### src/rtl/exp_seq_pkg.sv
// Shared constants for the exponent-engine request sequencer: state codes and default widths.
package exp_seq_pkg;

    localparam int STATE_W = 3;

    localparam logic [STATE_W-1:0] IDLE    = 3'd0;
    localparam logic [STATE_W-1:0] CLR     = 3'd1;
    localparam logic [STATE_W-1:0] GO      = 3'd2;
    localparam logic [STATE_W-1:0] WAIT    = 3'd3;
    localparam logic [STATE_W-1:0] PRESENT = 3'd4;
    localparam logic [STATE_W-1:0] ERR     = 3'd5;

    localparam int A_W_DEF     = 8;
    localparam int N_W_DEF     = 4;
    localparam int R_W_DEF     = 16;
    localparam int TIMEOUT_DEF = 1024;
    localparam int CNT_W_DEF   = $clog2(TIMEOUT_DEF);

    function automatic logic is_result_state(input logic [STATE_W-1:0] s);
        return (s == PRESENT) || (s == ERR);
    endfunction

endpackage

### src/rtl/exp_request_sequencer_rise_detect.sv
// One-cycle rising-edge detector; with START_SYNC_EN defined the input first
// passes through a 2-flop synchronizer.
module rise_detect (
    input  logic clk,
    input  logic rst,
    input  logic sig,
    output logic rise
);

    logic sig_s;
    logic sig_q;

`ifdef START_SYNC_EN
    logic [1:0] sync_q;

    always_ff @(posedge clk or posedge rst) begin
        if (rst) begin
            sync_q <= 2'b00;
        end else begin
            sync_q <= {sync_q[0], sig};
        end
    end

    assign sig_s = sync_q[1];
`else
    assign sig_s = sig;
`endif

    always_ff @(posedge clk or posedge rst) begin
        if (rst) begin
            sig_q <= 1'b0;
        end else begin
            sig_q <= sig_s;
        end
    end

    assign rise = sig_s & ~sig_q;

endmodule

### src/rtl/exp_request_sequencer.sv
// Initiator side of the exponent engine go/done handshake, with result hand-off
// to the LCD path and a WAIT watchdog. Optional START_SYNC_EN synchronizes start/done.
module exp_request_sequencer
    import exp_seq_pkg::*;
#(
    parameter int A_W     = A_W_DEF,
    parameter int N_W     = N_W_DEF,
    parameter int R_W     = R_W_DEF,
    parameter int TIMEOUT = TIMEOUT_DEF
) (
    input  logic               clk,
    input  logic               rst,
    input  logic               start_i,
    input  logic [A_W-1:0]     a_i,
    input  logic [N_W-1:0]     n_i,
    output logic               eng_rst_n_o,
    output logic               go_o,
    output logic [A_W-1:0]     a_o,
    output logic [N_W-1:0]     n_o,
    input  logic               done_i,
    input  logic [R_W-1:0]     result_i,
    output logic [R_W-1:0]     result_o,
    output logic               result_valid_o,
    output logic               err_o,
    input  logic               lcd_ack_i,
    output logic               busy_o,
    output logic [STATE_W-1:0] state_o
);

    localparam int              CNT_W    = $clog2(TIMEOUT);
    localparam logic [CNT_W-1:0] CNT_LAST = CNT_W'(TIMEOUT - 1);

    logic [STATE_W-1:0] state;
    logic [STATE_W-1:0] state_next;
    logic [CNT_W-1:0]   cnt;
    logic               start_rise;
    logic               done_rise;
    logic               timed_out;

    rise_detect u_start_rise (
        .clk  (clk),
        .rst  (rst),
        .sig  (start_i),
        .rise (start_rise)
    );

    rise_detect u_done_rise (
        .clk  (clk),
        .rst  (rst),
        .sig  (done_i),
        .rise (done_rise)
    );

    assign timed_out = (cnt == CNT_LAST);

    // A done edge in the final WAIT cycle beats the watchdog.
    always_comb begin
        state_next = state;
        case (state)
            IDLE:         if (start_rise) state_next = CLR;
            CLR:          state_next = GO;
            GO:           state_next = WAIT;
            WAIT: begin
                if (done_rise) begin
                    state_next = PRESENT;
                end else if (timed_out) begin
                    state_next = ERR;
                end
            end
            PRESENT, ERR: if (lcd_ack_i) state_next = IDLE;
            default:      state_next = IDLE;
        endcase
    end

    always_ff @(posedge clk or posedge rst) begin
        if (rst) begin
            state <= IDLE;
        end else begin
            state <= state_next;
        end
    end

    // Engine controls are registered from the next state so they line up with CLR/GO.
    always_ff @(posedge clk or posedge rst) begin
        if (rst) begin
            eng_rst_n_o <= 1'b0;
            go_o        <= 1'b0;
        end else begin
            eng_rst_n_o <= (state_next != CLR);
            go_o        <= (state_next == GO);
        end
    end

    always_ff @(posedge clk or posedge rst) begin
        if (rst) begin
            a_o <= '0;
            n_o <= '0;
        end else if ((state == IDLE) && start_rise) begin
            a_o <= a_i;
            n_o <= n_i;
        end
    end

    always_ff @(posedge clk or posedge rst) begin
        if (rst) begin
            cnt <= '0;
        end else if (state == GO) begin
            cnt <= '0;
        end else if (state == WAIT) begin
            cnt <= cnt + CNT_W'(1);
        end
    end

    always_ff @(posedge clk or posedge rst) begin
        if (rst) begin
            result_o <= '0;
            err_o    <= 1'b0;
        end else if (state == WAIT) begin
            if (done_rise) begin
                result_o <= result_i;
                err_o    <= 1'b0;
            end else if (timed_out) begin
                result_o <= '0;
                err_o    <= 1'b1;
            end
        end
    end

    assign result_valid_o = is_result_state(state);
    assign busy_o         = (state != IDLE);
    assign state_o        = state;

endmodule
### config.mk
export PLATFORM = sky130hd
export DESIGN_NAME = exp_request_sequencer
export DESIGN_NICKNAME = d
export VERILOG_FILES = /design/src/rtl/exp_seq_pkg.sv /design/src/rtl/exp_request_sequencer_rise_detect.sv /design/src/rtl/exp_request_sequencer.sv
export SDC_FILE = /design/constraint.sdc
export NUM_CORES = 1
export LEC_CHECK = 0
export CORE_MARGIN = 2
export CORE_UTILIZATION = 44
export DETAILED_ROUTE_END_ITERATION = 7
export PLACE_DENSITY_LB_ADDON = 0.3
export SYNTH_ARGS = -nofsm -noshare
export SYNTH_HDL_FRONTEND = slang
export SYNTH_SLANG_ARGS = --single-unit
### constraint.sdc
create_clock -name clk -period 2.52 [get_ports clk]
set_input_delay 0.63 -clock clk [delete_from_list [all_inputs] [get_ports clk]]
set_output_delay 0.63 -clock clk [all_outputs]
set_load 0.03 [all_outputs]
==> results of run 1 <==
==> power by group through the flow <==
stage	sequential (mW)	clock [mW]	combinational (mW)
floorplan	1.66	0	0.519
global placement	1.21	0	1.59
detailed placement	1.21	0	1.62
CTS	1.21	0.555	1.62
global route	1.25	0.585	1.70
finish	1.21	0.536	1.60
==> cell families (layout without fill, tap and decap cells) <==
family | after synthesis | count (layout) | share of synthesized area
fa+ha+maj | 1 | 1 | 0.00650
simple gates | 40 | 40 | 0.107
compound gates | 42 | 42 | 0.158
buf+inv | 10 | 80 | 0.0358
flops | 46 | 46 | 0.598
mux | 14 | 14 | 0.0943
==> sequential cells by signal, indices dropped and copies added (netlist names) <==
name	count
result_o	16
cnt	10
a_o	8
n_o	4
state_o	3
eng_rst_n_o	1
err_o	1
go_o	1
u_done_rise.sig_q	1
u_start_rise.sig_q	1
==> metal layers <==
metal,vias up,part of all wire
li1,698,-
met1,696,0.46
met2,52,0.45
met5,-,0
met3,4,0.085
met4,0,0.0098
==> metrics by stage <==
stage	std cells	cell area (um2)	total power [mW]	hold WS, ns
5_1_grt	275	2740	3.53	0.535
3_5_place_dp	268	2630	2.83	0.478
2_1_floorplan	153	1920	2.18	0.447
3_3_place_gp	268	2630	2.81	0.468
4_1_cts	275	2740	3.38	0.489
6_report	275	2740	3.35	0.490
==> worst max path at each step <==
stage | startpoint | endpoint | slack [ns] | cells past startpoint
finish | state_o[1] | busy_o | 0.08 | 2
global route | state_o[1] | busy_o | 0.02 | 2
CTS | state_o[1] | busy_o | 0.08 | 2
detailed placement | start_i | n_o[3] | 0.21 | 3
global placement | start_i | a_o[1] | 0.23 | 3
floorplan | state_o[1] | a_o[0] | 0.36 | 6
==> critical path: stages (launching register included) <==
cell             delay (ns)
dfrtp_1                0.49
or3_4                  0.44
clkdlybuf4s50_1        0.60
==> Yosys cell counts <==
library cell / number / share of area
o211a_1: 1 / 0.0052
buf_6: 2 / 0.012
or3b_1: 1 / 0.0046
mux2_4: 7 / 0.055
mux2_2: 5 / 0.029
o21ai_0: 10 / 0.026
dfrtp_1: 46 / 0.60
a22o_1: 17 / 0.077
ha_1: 1 / 0.0065
nand2_1: 13 / 0.025
nand4_1: 1 / 0.0033
a21o_1: 1 / 0.0039
buf_12: 1 / 0.010
and3_1: 3 / 0.0098
mux2i_1: 2 / 0.010
a21oi_1: 3 / 0.0078
a21boi_0: 1 / 0.0039
or2_2: 1 / 0.0033
and4_1: 1 / 0.0046
nor3_1: 6 / 0.016
or3_4: 1 / 0.0059
inv_1: 2 / 0.0039
o31ai_1: 2 / 0.0078
and2b_1: 1 / 0.0039
a31oi_1: 1 / 0.0033
nand2b_1: 2 / 0.0065
a2bb2oi_1: 1 / 0.0046
a22oi_1: 1 / 0.0039
nor2b_1: 2 / 0.0065
o41ai_1: 1 / 0.0046
nand3_1: 4 / 0.010
a41oi_1: 1 / 0.0046
clkbuf_1: 5 / 0.0098
o21ai_1: 2 / 0.0052
nor2_1: 4 / 0.0078
==> layout make-up <==
type	count	area (um2)	area share
well taps	52	65.1	0.0237
multi-input cells	97	704	0.257
clock inverters	1	30.0	0.0109
repair buffers	71	703	0.256
flip-flops and latches	46	1150	0.420
inverters	2	7.51	0.00274
clock buffers	6	82.6	0.0301
==> metrics.md, run 1 <==
| Metric | Value |
|---|---|
| WS Path Type | reg -> out |
| Static Leakage | 1.24 nW |
| Fin util | 0.639 |
| Worst Max-Slew Pin Slew | 0.693 ns |
| Share of cells above drive strength 1 | 0.112 |
| Tcrit/Tclk final | 0.968 |
| N_diodes | 0 |
| R2r setup slk | 0.41 ns |
| Switching share of power | 0.383 |
| RR Startpoint | state_o[1] |
| # DRC | 0 |
| Clock Pin Slew Worst Setup and Hold Paths | 0.08 ns |
| Yosys warns | 0 |
| Worst hold path type | reg -> reg |
| Int Pwr | 2.06 mW |
| Post_cts resized | 0 |
| Hold Fails Final Rpt | 0 |
| Area grow syn2layout | 42.6% |
| Worst setup slack after placement | 0.215 ns |
| Most common cell after layout, fill and taps aside | clkdlybuf4s50_1 |
| CTS Sinks | 46 |
| Largest net degree at the start of global routing | 47 |
| Vias | 1,450 |
| Netlist cell types | 35 |
| Initial DRC count | 74 |
| Syn avg cell area | 12.6 um2 |
| Core area | 0.00429 mm2 |
| Nets | 257 |
| Met1 Use GR | 0.217 |
| Mapped Nets | 187 |
| Number of buffers created by CTS | 5 |
| IO Pins | 69 |
| Relative slew margins | 0.538 |
| Min-delay src | cnt[9] |
| MaxCap Viol Count | 0 |
| Highest Clock Rate | 410 MHz |
| Initial antenna violation count | 0 |
| Most frequent cells in the layout | 68 x clkdlybuf4s50_1, 46 x dfrtp_1, 17 x a22o_1 |
| Synthesized area | 0.00192 mm2 |
| DRT Wirelength | 3.89 mm |
| Die W | 70.1 um |
| Critical Path RT | 1.89 ns |
| HPWL Detailed | 2.76 mm |
| Reg2Reg Capture Point | n_o[3] |
| GR Layer Usage met2 | 0.268 |
| Number of fill cells | 351 |
| Cts hold-fix bufs | 0 |
| TritonRoute pass-1 iters | 4 |
| Vias per cell | 5.27 |
| Clk Tree Root Cell | clkbuf_8 |
| First-pass GRT wire length | 6.70 mm |
| Clk_skew | 0.00926 ns |
| Sequential power share | 0.361 |
| Status | finished, final reports clean |
| Worst VDD drop | 704 uV |
| Clock Tree Buf Depth | 2 |
| P_sw | 1.28 mW |
| Worst setup margin | 0.0796 ns |
| Mapped Cells | 153 |
| Initial core utilization | 0.448 |
| Grt met3 use | 0.0592 |
| Vias in the first global route | 1,438 |
| WL per Instance | 14.2 um |
| RD Place Congestion | 0.820 |
| Synth Register Bits | 46 |
| Crit Path Max Fanout | 11 |
| Worst Hold Path EP | cnt[9] |
| Die H | 70.1 um |
| GR peak layer | met2 |
| Unrepaired setup endpoints after global routing | no |
| CTS tree | done |
| Critical path data arrival time | 1.81 ns |
| Post-CTS Setup Repair Bufs | 0 |
| Pwr Density | 1220 mW/mm2 |
| Combinational Power Share | 0.479 |
| Pins Over Slew Limit | 0 |
| FP Rows | 24 |
| Gr usage total | 0.168 |
| Setup_tns | 0 ns |
| Worst setup SP type | flip-flop |
| Clock share of power | 0.160 |
| H-tree Lvls | 2 |
| Fin crit period | 2.44 ns |
| Final setup fails | 0 |
| # port buffers | 68 |
| Critical Path End Type | output port |
| Die area | 0.00492 mm2 |
| Clock Latency Late Sink | 0.28 ns |
| Seq/Total Area, Yosys | 0.598 |
| Worst reg2reg path depth | 3 |
| Congestion Overflow GR | 0 |
| Routed Antenna Nets | 0 |
| Hold depth | 1 |
(Power assumes the default switching activity.)
==> inputs of run 2 (changes only) <==
GPL_TIMING_DRIVEN = 0   (was unset)
==> run 2 against run 1 <==
  * Clock power decreased by 23%
  * Wire length up 2.5%
  * Design area rose by 0.82%
  * Total power shrank 2.5%
  * Utilization up 0.52 points
  * Sequential share of layout area shrank 0.34 points
  * Maximum frequency about the same
  * Highest routed layer unchanged
==> metrics.md, run 2 (synthesized netlist as in run 1, its figures left out) <==
| Metric | Value |
|---|---|
| CTS Sinks | 46 |
| Congestion Overflow GR | 0 |
| Critical Path End Type | output port |
| Die area | 0.00492 mm2 |
| Status | finished, final reports clean |
| Number of fill cells | 348 |
| RD Place Congestion | 0.792 |
| Worst setup SP type | flip-flop |
| MaxCap Viol Count | 0 |
| Area grow syn2layout | 43.8% |
| TritonRoute pass-1 iters | 4 |
| Crit Path Max Fanout | 10 |
| Largest net degree at the start of global routing | 45 |
| Post_cts resized | 0 |
| WL per Instance | 14.2 um |
| Most frequent cells in the layout | 68 x clkdlybuf4s50_1, 46 x dfrtp_1, 17 x a22o_1 |
| Cts hold-fix bufs | 0 |
| N_diodes | 0 |
| Clock share of power | 0.127 |
| Worst Max-Slew Pin Slew | 0.629 ns |
| Hold_ws | 0.487 ns |
| Combinational Power Share | 0.508 |
| Gr usage total | 0.174 |
| Number of buffers created by CTS | 5 |
| Unrepaired setup endpoints after global routing | no |
| WP buf/inv | 2 |
| Worst VDD drop | 751 uV |
| Pwr Density | 1180 mW/mm2 |
| Initial antenna violation count | 0 |
| Initial DRC count | 53 |
| Post-CTS Setup Repair Bufs | 0 |
| Placed Instances | 274 |
| Crit-path slowest cell | clkdlybuf4s50_1 |
| Die W | 70.1 um |
| Layout Cells excl Fill | 281 |
| Max reg flops | 16 |
| Clock Latency Late Sink | 0.29 ns |
| Routed Antenna Nets | 0 |
| IO Pins | 69 |
| First-pass GRT wire length | 6.75 mm |
| Static Leakage | 1.24 nW |
| CTS tree | done |
| Share of cells above drive strength 1 | 0.105 |
| H-tree Lvls | 2 |
| Worst hold path type | reg -> reg |
| Clk Tree Root Cell | clkbuf_8 |
| Clk_skew | 0.00769 ns |
| HPWL Detailed | 2.88 mm |
| Pins Over Slew Limit | 0 |
| Fin crit period | 2.44 ns |
| # DRC | 0 |
| Vias | 1,480 |
| P_sw | 1.30 mW |
| Initial core utilization | 0.448 |
| Clock Pin Slew Worst Setup and Hold Paths | 0.08 ns |
| Slowest cell delay on critical path | 0.61 ns |
| Sequential power share | 0.365 |
| Final setup fails | 0 |
| Vias in the first global route | 1,490 |
| Most common cell after layout, fill and taps aside | clkdlybuf4s50_1 |
| Critical Path RT | 1.89 ns |
| Highest Clock Rate | 410 MHz |
| WS Path Type | reg -> out |
| Worst path cell trace | buf_6 -> or3_4 -> clkdlybuf4s50_1 |
| Core area | 0.00429 mm2 |
| Vias per cell | 5.27 |
| Largest delay share family, worst path | buffers and inverters |
| Critical path data arrival time | 1.81 ns |
| Tcrit/Tclk final | 0.968 |
| Switching share of power | 0.398 |
| Int Pwr | 1.97 mW |
| Relative slew margins | 0.578 |
| Largest registers | result_o x16, cnt x10, a_o x8 |
| DRT Wirelength | 3.99 mm |
| Nets | 263 |
| Clock Tree Buf Depth | 2 |
| FP Rows | 24 |
| Hold Fails Final Rpt | 0 |
| # port buffers | 68 |
| Die H | 70.1 um |
| Largest register by flop count | result_o |
==> run 2: cell count changes in the layout (fill, tap and decap cells not counted) <==
| cell | previous run | this run |
|---|---|---|
| buf_6 | 0 | 2 |
| clkbuf_8 | 6 | 5 |
| buf_4 | 3 | 0 |
| buf_12 | 0 | 2 |
| clkbuf_1 | 0 | 7 |
| bufinv_16 | 1 | 0 |
==> run 2: cell type report <==
cell class / count / area, um2 / share of cell area
Tap cell: 52 / 65.1 / 0.0235
Multi-Input combinational cell: 97 / 704 / 0.255
Sequential cell: 46 / 1150 / 0.416
Inverter: 2 / 7.51 / 0.00271
Timing Repair Buffer: 69 / 701 / 0.253
Clock buffer: 7 / 76.3 / 0.0276
Buffer: 8 / 61.3 / 0.0222
==> run 2: per-layer routing <==
metal | part of all wire | up-vias | global-route usage
li1 | - | 711 | -
met1 | 0.47 | 705 | 0.226
met2 | 0.45 | 55 | 0.277
met3 | 0.067 | 9 | 0.0447
met4 | 0.019 | 0 | 0.0726
met5 | 0 | - | 0
==> run 2: worst register-to-register path, cell delays in order (launching register included) <==
cell	delay (ns)
dfrtp_1	0.43
ha_1	0.25
nand3_1	0.13
nor3_1	0.09
o21ai_1	0.51
clkbuf_1	0.41
a22oi_1	0.11
==> run 2: final timing paths <==
check / startpoint / endpoint / slack (ns) / depth (start not counted)
max: state_o[1] / busy_o / 0.08 / 3
min: cnt[9] / cnt[9] / 0.49 / 1
max reg2reg: cnt[0] / state_o[2] / 0.44 / 6
min reg2reg: cnt[9] / cnt[9] / 0.49 / 1
max in group asynchronous: rst / result_o[8] / 1.58 / 3
min in group asynchronous: rst / n_o[3] / 0.51 / 2
==> run 2: power by group through the flow <==
stage	Combinational (mW)	Clock [mW]	Sequential, mW
3_5_place_dp	1.67	0	1.19
4_1_cts	1.67	0.428	1.19
5_1_grt	1.75	0.454	1.23
2_1_floorplan	0.519	0	1.66
3_3_place_gp	1.65	0	1.19
6_report	1.66	0.415	1.19
==> run 2: stage by stage <==
step,power (mW),utilization,setup slack [ns],TNS (ns),instance area [um2]
floorplan,2.18,-,0.363,0,1920
global placement,2.84,0.622,-0.0793,-3.84,2670
detailed placement,2.86,0.626,-0.0706,-0.612,2690
CTS,3.29,0.644,0.0673,0,2770
global route,3.44,0.644,0.0312,0,2770
finish,3.26,0.644,0.0807,0,2770
